--- config.mk ---
export PLATFORM = sky130hd
export DESIGN_NAME = piso_serial_tx
export DESIGN_NICKNAME = d
export VERILOG_FILES = /design/src/rtl/vlsi_pkg.sv /design/src/rtl/piso_shreg.sv /design/src/rtl/piso_serial_tx.sv
export SDC_FILE = /design/constraint.sdc
export NUM_CORES = 1
export LEC_CHECK = 0
export ABC_AREA = 1
export ABC_CLOCK_PERIOD_IN_PS = 1160
export BUFFER_PORTS_ARGS = -buffer_cell sky130_fd_sc_hd__buf_2
export CAP_MARGIN = 5
export CORE_MARGIN = 3
export CORE_UTILIZATION = 43
export CTS_BUF_LIST = sky130_fd_sc_hd__clkbuf_8
export DETAILED_ROUTE_END_ITERATION = 12
export GPL_TIMING_DRIVEN = 0
export PLACE_DENSITY_LB_ADDON = 0.12
export SLEW_MARGIN = 20
export SYNTH_ARGS = -nofsm -noshare
export SYNTH_HDL_FRONTEND = slang
export SYNTH_SLANG_ARGS = --single-unit
--- constraint.sdc ---
create_clock -name clk -period 1.16 [get_ports clk]
set_input_delay 0.058 -clock clk [delete_from_list [all_inputs] [get_ports clk]]
set_output_delay 0.058 -clock clk [all_outputs]
set_load 0.01 [all_outputs]
--- src/rtl/vlsi_pkg.sv ---
// Shared types and helpers for the serial transmitter slice.
// State encodings and a width helper.
package vlsi_pkg;

  localparam logic ST_IDLE  = 1'b0;
  localparam logic ST_SHIFT = 1'b1;

  typedef enum logic {
    S_IDLE  = ST_IDLE,
    S_SHIFT = ST_SHIFT
  } tx_state_e;

  // Ceiling log2, evaluated at elaboration for counter widths.
  function automatic int clog2(input int v);
    int r;
    r = 0;
    for (int i = 0; i < 32; i++) begin
      if ((64'd1 << i) < 64'(v)) r = i + 1;
    end
    return r;
  endfunction

endpackage

--- src/rtl/piso_shreg.sv ---
// Load/shift register for the serial transmitter.
// sout is the bit to be launched on the coming edge.
module piso_shreg
  import vlsi_pkg::*;
#(
  parameter int WIDTH     = 8,
  parameter bit MSB_FIRST = 1'b1
) (
  input  logic             clk,
  input  logic             rst_n,
  input  logic             load,
  input  logic             shift,
  input  logic [WIDTH-1:0] din,
  output logic             sout
);

  logic [WIDTH-1:0] sh_q;
  logic [WIDTH-1:0] sh_d;
  logic [WIDTH-1:0] din_adv;
  logic [WIDTH-1:0] sh_adv;

  // The first bit leaves straight from din, so the
  // register keeps the word already advanced by one.
  always_comb begin
    if (MSB_FIRST) begin
      din_adv = {din[WIDTH-2:0], 1'b0};
      sh_adv  = {sh_q[WIDTH-2:0], 1'b0};
      sout    = load ? din[WIDTH-1] : sh_q[WIDTH-1];
    end else begin
      din_adv = {1'b0, din[WIDTH-1:1]};
      sh_adv  = {1'b0, sh_q[WIDTH-1:1]};
      sout    = load ? din[0] : sh_q[0];
    end
    sh_d = sh_q;
    if (load) begin
      sh_d = din_adv;
    end else if (shift) begin
      sh_d = sh_adv;
    end
  end

  // Shift register state.
  always_ff @(posedge clk or negedge rst_n) begin
    if (!rst_n) begin
      sh_q <= '0;
    end else begin
      sh_q <= sh_d;
    end
  end

endmodule

--- src/rtl/piso_serial_tx.sv ---
// Parallel-in/serial-out transmitter with valid/ready input.
// All serial outputs come straight from flops.
module piso_serial_tx
  import vlsi_pkg::*;
#(
  parameter int WIDTH     = 8,
  parameter bit MSB_FIRST = 1'b1,
  parameter bit IDLE_LVL  = 1'b0
) (
  input  logic             clk,
  input  logic             rst_n,
  input  logic [WIDTH-1:0] tx_data,
  input  logic             tx_valid,
  output logic             tx_ready,
  output logic             ser_out,
  output logic             ser_frame,
  output logic             tx_done
);

  localparam int CW = clog2(WIDTH);
  localparam logic [CW-1:0] CNT_TOP = CW'(WIDTH - 1);

  tx_state_e state_q, state_d;
  logic [CW-1:0] cnt_q, cnt_d;
  logic rdy_en_q, rdy_en_d;
  logic ser_out_q, ser_out_d;
  logic ser_frame_q, ser_frame_d;
  logic tx_done_q, tx_done_d;

  logic last;
  logic accept;
  logic shift;
  logic sout;

  assign last     = (state_q == S_SHIFT) && (cnt_q == '0);
  assign tx_ready = rdy_en_q & ((state_q == S_IDLE) | last);
  assign accept   = tx_valid & tx_ready;
  assign shift    = (state_q == S_SHIFT) & ~last;

  piso_shreg #(
    .WIDTH    (WIDTH),
    .MSB_FIRST(MSB_FIRST)
  ) u_shreg (
    .clk  (clk),
    .rst_n(rst_n),
    .load (accept),
    .shift(shift),
    .din  (tx_data),
    .sout (sout)
  );

  // Next state, bit counter and next-cycle output values.
  always_comb begin
    state_d  = state_q;
    cnt_d    = cnt_q;
    rdy_en_d = 1'b1;
    unique case (state_q)
      S_IDLE: begin
        if (accept) begin
          state_d = S_SHIFT;
          cnt_d   = CNT_TOP;
        end
      end
      S_SHIFT: begin
        if (!last) begin
          cnt_d = cnt_q - 1'b1;
        end else if (accept) begin
          cnt_d = CNT_TOP;
        end else begin
          state_d = S_IDLE;
        end
      end
      default: begin
        state_d = S_IDLE;
        cnt_d   = '0;
      end
    endcase
    ser_frame_d = (state_d == S_SHIFT);
    ser_out_d   = ser_frame_d ? sout : IDLE_LVL;
    tx_done_d   = ser_frame_d && (cnt_d == '0);
  end

  // State, counter and registered outputs.
  always_ff @(posedge clk or negedge rst_n) begin
    if (!rst_n) begin
      state_q     <= S_IDLE;
      cnt_q       <= '0;
      rdy_en_q    <= 1'b0;
      ser_out_q   <= IDLE_LVL;
      ser_frame_q <= 1'b0;
      tx_done_q   <= 1'b0;
    end else begin
      state_q     <= state_d;
      cnt_q       <= cnt_d;
      rdy_en_q    <= rdy_en_d;
      ser_out_q   <= ser_out_d;
      ser_frame_q <= ser_frame_d;
      tx_done_q   <= tx_done_d;
    end
  end

  assign ser_out   = ser_out_q;
  assign ser_frame = ser_frame_q;
  assign tx_done   = tx_done_q;

endmodule

==> results_dict.tcl, run 1 <==
set metrics [dict create \
    antenna_found_initial 0 \
    drive_gt1_share_pct 43.3 \
    hold_violations 0 \
    fillers 104 \
    period_share_pct 106 \
    design.die.area_um2 2120 \
    syn_to_final_growth_pct 33.5 \
    initial_core_util_pct 49.2 \
    yosysWarnings 0 \
    cp-start-kind "flip-flop" \
    gp_congestion 0.735 \
    skew_ps 3.42 \
    peakVddDrop_mv 1.72 \
    cts_buffers 3 \
    cp_top_family "flip-flops" \
    synth_area_um2 688 \
    hp-start "tx_data[7]" \
    fin_crit_ps 1230 \
    grt_pass1_vias 577 \
    dp_hpwl_um 948 \
    end_kind "output port" \
    pwr_density_cell_nw_per_um2 2630 \
    cp.required_ps 1100 \
    root_buffer "clkbuf_8" \
    cpMaxStageDelayCell "dfrtp_1" \
    p_leak_nw 0.461 \
    synth_area_leaders "dfrtp_1 51%, nand2_1 9.3%, o211ai_1 6.5%" \
    path_buf_inv 2 \
    clk_pin_slew_worst_paths_ps 60 \
    hold_ws_ps 40.2 \
    violations "setup timing" \
    cts_buffer_depth 2 \
    n_antenna_cell 0 \
    grt-ovfl-total 0 \
    synth_cell_types 16 \
    row_count 13 \
    synth_ff_type "dfrtp_1" \
    vias 592 \
    rr_worst_depth 7 \
    tritoncts "built" \
    routedWlPerCell_um 13.1 \
    drtIter0Drc 17 \
    multi_input_area_um2 315 \
    async_reset_ff_share_pct 100 \
    via_per_inst 5.29 \
    holdCritPathClass "in2reg" \
    cp_cell_sequence "inv_2 > ha_4 > a21oi_4 > nor2_2 > buf_2" \
    syn_inst 75 \
    crit_arrival_ps 1170 \
    synth_edf_count 0 \
    finalNonFillerCells 112 \
    register_area_um2 350 \
    rr_startpoint "cnt_q[0]" \
    path_class "reg2out" \
    synth_nets 88 \
    worst_skew_pair.late_latency_ps 250 \
    synth_top_cell_by_area "dfrtp_1" \
    setup_slack_ps -69.8 \
    setup.worst_path.start "cnt_q[0]" \
    placed_area_um2 782 \
    maxCapViolations 0 \
    fin_area_um2 918 \
    remaining_drc_errors 0 \
    synth_seq_cells 14 \
    ioPinCount 15 \
    cp.depth 5 \
    clock-sinks 14 \
    post-place-cells 103 \
    die_h_um 46.0 \
    synth_area_per_cell_um2 9.18 \
    whs_path_depth 3 \
    h-tree-depth 1 \
    ant_nets 0 \
    slowest_delay_ps 350 \
    setup_viol 7 \
    grt_max_degree 15 \
    rrSetupSlack_ps -20 \
    max_clock_freq_mhz 813 \
    drt-total-wl_um 1470 \
    final_nets 111 \
    utilization_pct 65.7 \
    status "finished with violations" \
    yosys.area.top_type_share_pct 50.9 \
    post-place-ws_ps -81.3 \
    core_area_um2 1400 \
    place.port_buffers 13 \
    grt_first_pass_wirelength_um 2460 \
    drv_slew 0 \
    cp_max_fo 3 \
    fp.dieW_um 46.0 \
    synth_seq_area_share_pct 50.9 \
    ys_top_cells_by_count "17 x nand2_1, 14 x dfrtp_1, 8 x nand3_1" \
    synth_most_common_cell "nand2_1" \
    grt_use_total_pct 17.3 \
    rsz0062_at_grt "yes" \
    drt-pass1-iter-count 4 \
]
==> logic make-up (layout without fill, tap and decap cells) <==
group,Yosys count,in the layout,synth area share [%]
adders and majority gates,2,2,3.64
AOI/OAI and AO/OA,11,11,12.4
DFF,14,14,50.9
buffers and inverters,12,34,9.09
and+or+nand+nor,35,35,23.5
other,1,1,0.545
==> layout make-up <==
type                            instances  share of cell area (%)
Buffer                                  4                    4.09
Clock buffer                            4                    5.99
Inverter                                8                    3.54
Multi-Input combinational cell         49                    34.3
Sequential cell                        14                    38.1
Tap cell                               15                    2.04
Timing Repair Buffer                   18                    11.9
==> layout by cell type, fill, tap and decap left out, types with 3 or more instances in the layout <==
master / instances
inv_2: 6
o21ai_1: 3
nand2_1: 12
buf_2: 13
buf_6: 3
clkbuf_8: 4
dfrtp_1: 14
nand3_1: 8
o211ai_1: 6
buf_4: 5
nand2_2: 5
nand4_1: 7
==> what timing repair did <==
item | 4_1_cts | 5_1_grt
endpoints found under the hold margin | 14 | 0
gates resized for setup | 9 | 3
hold buffers | 1 | 0
pin swaps | 2 | 1
gates cloned | 1 | 0
buffers inserted | 3 | 0
setup endpoints to repair | 12 | 13
==> worst min-delay path, stage by stage <==
cell and delay (ps):
buf_2 80, nand3_1 70, nand2_1 50
==> report_power, final <==
part	internal [W]	switching (W)	total (W)
Combinational	0.000543	0.000638	0.00118
Sequential	0.000665	0.000104	0.000770
Clock	0.000301	0.000166	0.000467
==> layer usage <==
layer  share of wire, %  GRT usage [%]  wire length [um]
met1                 45           21.1               662
met2                 46           25.0               681
met3                6.0           6.32                88
met4                2.3           11.4                34
met5                  0              0                 0
==> sequential cells by signal, summed over array words and instances (netlist names) <==
name          flops
cnt_q             3
rdy_en_q          1
ser_frame         1
ser_out           1
tx_done           1
u_shreg.sh_q      7
==> stage by stage <==
stage	TNS (ps)	power, W
finish	-112	0.00242
global route	-899	0.00260
CTS	-94.8	0.00238
detailed placement	-635	0.00163
global placement	-472	0.00162
floorplan	0	0.00143
==> worst paths after layout <==
| path | to |
|---|---|
| worst min register to register | u_shreg.sh_q[2] |
| max in group asynchronous | u_shreg.sh_q[5] |
| worst max register to register | cnt_q[1] |
| worst min-delay path | ser_out |
| min in group asynchronous | ser_frame |
| worst max-delay path | tx_ready |
No activity file was read; power rests on OpenSTA's default activity.
==> inputs of run 2 (changes only) <==
--- a/config.mk
+++ b/config.mk
@@ -9,7 +9,7 @@
 export ABC_CLOCK_PERIOD_IN_PS = 1160
 export BUFFER_PORTS_ARGS = -buffer_cell sky130_fd_sc_hd__buf_2
 export CAP_MARGIN = 5
-export CORE_MARGIN = 3
+export CORE_MARGIN = 10
 export CORE_UTILIZATION = 43
 export CTS_BUF_LIST = sky130_fd_sc_hd__clkbuf_8
 export DETAILED_ROUTE_END_ITERATION = 12
==> results_dict.tcl, run 2 (synthesized netlist as in run 1, its figures left out) <==
set metrics [dict create \
    initial_core_util_pct 45.7 \
    cts_buffers 3 \
    antenna_found_initial 0 \
    mostFrequentLayoutCells "16 x nand2_1, 14 x dfrtp_1, 13 x buf_2" \
    h-tree-depth 1 \
    root_buffer "clkbuf_8" \
    clk_pin_slew_worst_paths_ps 60 \
    slowest_delay_ps 350 \
    cp.required_ps 1100 \
    period_share_pct 107 \
    gp_congestion 0.799 \
    fillers 121 \
    use_met2_pct 13.5 \
    dp_hpwl_um 1040 \
    fp.dieW_um 60.0 \
    seqPwrFrac_pct 30.1 \
    hold_violations 0 \
    grt_use_total_pct 9.30 \
    clock-sinks 14 \
    ant_nets 0 \
    drtIter0Drc 15 \
    final_common_cell "nand2_1" \
    drt-pass1-iter-count 4 \
    end_kind "output port" \
    peakVddDrop_mv 1.48 \
    finalPower_w 0.00253 \
    routedWlPerCell_um 13.8 \
    rsz0062_at_grt "yes" \
    combPwrFrac_pct 50.9 \
    max_clock_freq_mhz 807 \
    die_h_um 60.0 \
    grt_pass1_vias 566 \
    path_class "reg2out" \
    n_antenna_cell 0 \
    grt_max_degree 15 \
    syn_to_final_growth_pct 39.5 \
    grt-ovfl-total 0 \
    crit_arrival_ps 1180 \
    largest_reg_flops 7 \
    drv_slew 0 \
    tritoncts "built" \
    setup_slack_ps -78.7 \
    place.port_buffers 13 \
    register_area_um2 350 \
    holdCritPathClass "in2reg" \
    grt_busiest_layer "met2" \
    grt_use_met1_pct 11.8 \
    drive_gt1_share_pct 43.1 \
    switching_share_pct 37.0 \
    pwr_density_cell_nw_per_um2 2640 \
    cp_cell_sequence "inv_2 > ha_4 > a21oi_4 > nor2_2 > buf_2" \
    row_count 14 \
    hold_ws_ps 37.3 \
    switchingPower_w 0.000936 \
    drt-total-wl_um 1630 \
    cp_max_fo 3 \
    worst_skew_pair.late_latency_ps 240 \
    grt_first_pass_wirelength_um 2570 \
    skew_ps 0.844 \
    vias 607 \
    cts_buffer_depth 2 \
    design.die.area_um2 3600 \
    final_nets 116 \
    p_int_w 0.00160 \
    maxCapViolations 0 \
    multi_input_area_um2 318 \
    fin_crit_ps 1240 \
    remaining_drc_errors 0 \
    status "finished with violations" \
    cp-start-kind "flip-flop" \
    setup_viol 7 \
    via_per_inst 5.14 \
    reg_top3 "u_shreg.sh_q (7), cnt_q (3)" \
    ioPinCount 15 \
    pwr-share-clk_pct 18.9 \
    largest-register "u_shreg.sh_q" \
    p_leak_nw 0.484 \
    core_area_um2 1510 \
    violations "setup timing" \
    grt_util_met3_pct 3.60 \
    cpMaxStageDelayCell "dfrtp_1" \
]
==> run 2: changes by cell type in the layout (fill, tap and decap cells not counted), sizes merged <==
cell	delta
buf	+5
==> run 2: final timing paths <==
| path | cells past startpoint | endpoint | startpoint | slack, ps |
|---|---|---|---|---|
| max reg2reg | 7 | u_shreg.sh_q[2] | cnt_q[0] | -40 |
| min reg2reg | 2 | ser_out | u_shreg.sh_q[7] | 480 |
| max in group asynchronous | 2 | cnt_q[0] | rst_n | 690 |
| max | 5 | tx_ready | cnt_q[0] | -80 |
| min in group asynchronous | 2 | tx_done | rst_n | 230 |
| min | 3 | ser_out | tx_data[7] | 40 |
==> run 2: metrics by stage <==
stage                     utilization [%]  instances  TNS (ps)  setup slack (ps)  instance area, um^2
final                                63.7        118      -159             -78.7                  960
after global routing                 63.7        118      -996              -151                  960
after CTS                            61.4        115     -79.2             -67.3                  925
after detailed placement             52.0        104      -608             -79.2                  783
after global placement               52.0        104      -457             -68.0                  783
after floorplan                         -         75         0              10.2                  698
==> run 2: metal layers <==
metal / part of all wire [%] / routed length, um / vias up
met4: 0.86 / 14 / 0
met5: 0 / 0 / -
met3: 9.3 / 151 / 2
met2: 45 / 728 / 18
li1: - / - / 309
met1: 45 / 737 / 278
==> run 2: what timing repair did <==
action	CTS	global route
endpoints found under the hold margin	14	0
pin swaps	2	3
resized for setup	8	2
endpoints found under the setup margin	12	11
cloned	1	0
hold buffers	1	0
buffers inserted	5	3
==> run 2: worst max-delay path: cells and delay by family, from the launching register on <==
kind	cells	cell delay [ps]
AND/OR/NAND/NOR	1	60
AO/OA/AOI/OAI	1	160
adder cells (fa/ha/maj)	1	170
flip-flops	1	350
buffers and inverters	2	200
==> run 2: power by group through the flow <==
stage / combinational, W / clock (W) / sequential, W
6_report: 0.00129 / 0.000480 / 0.000764
5_1_grt: 0.00143 / 0.000498 / 0.000793
4_1_cts: 0.00115 / 0.000475 / 0.000765
3_5_place_dp: 0.000871 / 0 / 0.000767
3_3_place_gp: 0.000860 / 0 / 0.000764
2_1_floorplan: 0.000654 / 0 / 0.000772
==> run 2: layout make-up <==
cell class              instances  share of cell area [%]
multi-input cells              49                    33.1
inverters                       8                    3.39
flip-flops and latches         14                    36.5
clock buffers                   4                    5.74
repair buffers                 23                    15.3
plain buffers                   4                    3.91
well taps                      16                    2.09
==> inputs of run 3 (changes only) <==
--- a/config.mk
+++ b/config.mk
@@ -6,7 +6,7 @@
 export NUM_CORES = 1
 export LEC_CHECK = 0
 export ABC_AREA = 1
-export ABC_CLOCK_PERIOD_IN_PS = 1160
+export ABC_CLOCK_PERIOD_IN_PS = 1200
 export BUFFER_PORTS_ARGS = -buffer_cell sky130_fd_sc_hd__buf_2
 export CAP_MARGIN = 5
 export CORE_MARGIN = 10
==> constraint.sdc (replaced) <==
create_clock -name clk -period 1.2 [get_ports clk]
set_input_delay 0.06 -clock clk [delete_from_list [all_inputs] [get_ports clk]]
set_output_delay 0.06 -clock clk [all_outputs]
set_load 0.01 [all_outputs]
==> results_dict.tcl, run 3 (synthesized netlist as in run 1, its figures left out) <==
set metrics [dict create \
    max_clock_freq_mhz 803 \
    rsz0062_at_grt "yes" \
    cts_buffer_depth 2 \
    hp-start "tx_data[7]" \
    maxCapViolations 0 \
    pwr_density_cell_nw_per_um2 2520 \
    ant_nets 0 \
    initial_core_util_pct 45.7 \
    worst_skew_pair.late_latency_ps 240 \
    rr_worst_depth 7 \
    cts_buffers 3 \
    largest_reg_flops 7 \
    largest-register "u_shreg.sh_q" \
    holdCritPathClass "in2reg" \
    mostFrequentLayoutCells "17 x nand2_1, 14 x dfrtp_1, 13 x buf_2" \
    fin_area_um2 926 \
    grt_use_total_pct 8.92 \
    dp_hpwl_um 1020 \
    h-tree-depth 1 \
    cp-start-kind "flip-flop" \
    row_count 14 \
    p_leak_nw 0.469 \
    drtIter0Drc 9 \
    utilization_pct 61.5 \
    path_class "reg2out" \
    fin_crit_ps 1240 \
    peakVddDrop_mv 1.38 \
    antenna_found_initial 0 \
    timing.rr.end "u_shreg.sh_q[2]" \
    rrSetupSlack_ps -10 \
    tritoncts "built" \
    place.port_buffers 13 \
    drive_gt1_share_pct 40.4 \
    n_antenna_cell 0 \
    placed_area_um2 781 \
    via_per_inst 5.18 \
    core_area_um2 1510 \
    clk_pin_slew_worst_paths_ps 60 \
    setup_slack_ps -44.8 \
    fp.dieW_um 60.0 \
    reg_top3 "u_shreg.sh_q (7), cnt_q (3)" \
    syn_to_final_growth_pct 34.5 \
    drt-total-wl_um 1580 \
    cp.required_ps 1140 \
    root_buffer "clkbuf_8" \
    final_common_cell "nand2_1" \
    remaining_drc_errors 0 \
    die_h_um 60.0 \
    design.die.area_um2 3600 \
    fillers 124 \
    crit_arrival_ps 1180 \
    clock-sinks 14 \
    drv_slew 0 \
    hold-path-endpoint "ser_out" \
    setup_viol 3 \
    final_nets 113 \
    hold_violations 0 \
    ioPinCount 15 \
    end_kind "output port" \
    rr_startpoint "cnt_q[1]" \
    skew_ps 0.834 \
    routedWlPerCell_um 13.7 \
    gp_congestion 0.799 \
    drt-pass1-iter-count 4 \
    grt_pass1_vias 559 \
    violations "setup timing" \
    grt-ovfl-total 0 \
    whs_path_depth 3 \
    finalPower_w 0.00234 \
    vias 596 \
    grt_first_pass_wirelength_um 2450 \
    cp_max_fo 3 \
    grt_max_degree 15 \
    period_share_pct 104 \
    status "finished with violations" \
]
==> run 3: changes by cell type in the layout (fill, tap and decap cells not counted), sizes merged <==
cell  change
buf       -3
==> run 3: how the worst max path moves through the flow <==
stage / startpoint / to
2_1_floorplan: cnt_q[0] / cnt_q[1]
3_5_place_dp: cnt_q[0] / cnt_q[1]
5_1_grt: cnt_q[1] / tx_ready
4_1_cts: cnt_q[1] / tx_ready
6_report: cnt_q[1] / tx_ready
3_3_place_gp: cnt_q[0] / cnt_q[1]
==> run 3: worst max-delay path, stage by stage (launching register included) <==
cell,delay [ps]
dfrtp_1,360
inv_2,60
ha_4,160
a21oi_4,160
nor2_2,70
buf_2,140
==> run 3: where the power goes <==
part	total [W]	switching (W)	leakage [nW]	internal, W
clock network	0.000455	0.000165	0.0288	0.000290
logic	0.00114	0.000597	0.264	0.000541
registers	0.000744	0.000102	0.177	0.000643
==> run 3: layer usage <==
layer	track usage, %	part of all wire [%]	vias to the layer above
li1	-	-	305
met1	11.4	44	265
met2	12.4	46	24
met3	2.97	9.8	2
met4	5.77	0.63	0
met5	0	0	-
==> run 3: final cells by class <==
type	count	area (um^2)	share of cell area (%)
inverter	8	32.5	3.51
sequential	14	350	37.8
clock buffer	4	55.1	5.95
buffer	4	37.5	4.05
multi-input combinational	49	307	33.1
tap	16	20.0	2.16
timing repair buffer	20	124	13.4
==> run 3: metrics by stage <==
step	worst slack [ps]	hold WS, ps	TNS (ps)	instances
2_1_floorplan	5.05	-236	0	75
3_3_place_gp	-81.4	-26.0	-561	104
3_5_place_dp	-85.9	-28.0	-658	104
4_1_cts	-35.9	44.5	-35.9	113
5_1_grt	-119	81.2	-831	115
6_report	-44.8	44.3	-52.8	115
==> run 3: what timing repair did <==
action / CTS / global route
resized for setup: 6 / 4
cloned: 0 / 1
buffers inserted: 4 / 1
hold buffers: 1 / 0
endpoints found under the hold margin: 14 / 0
endpoints found under the setup margin: 13 / 11
pin swaps: 3 / 1
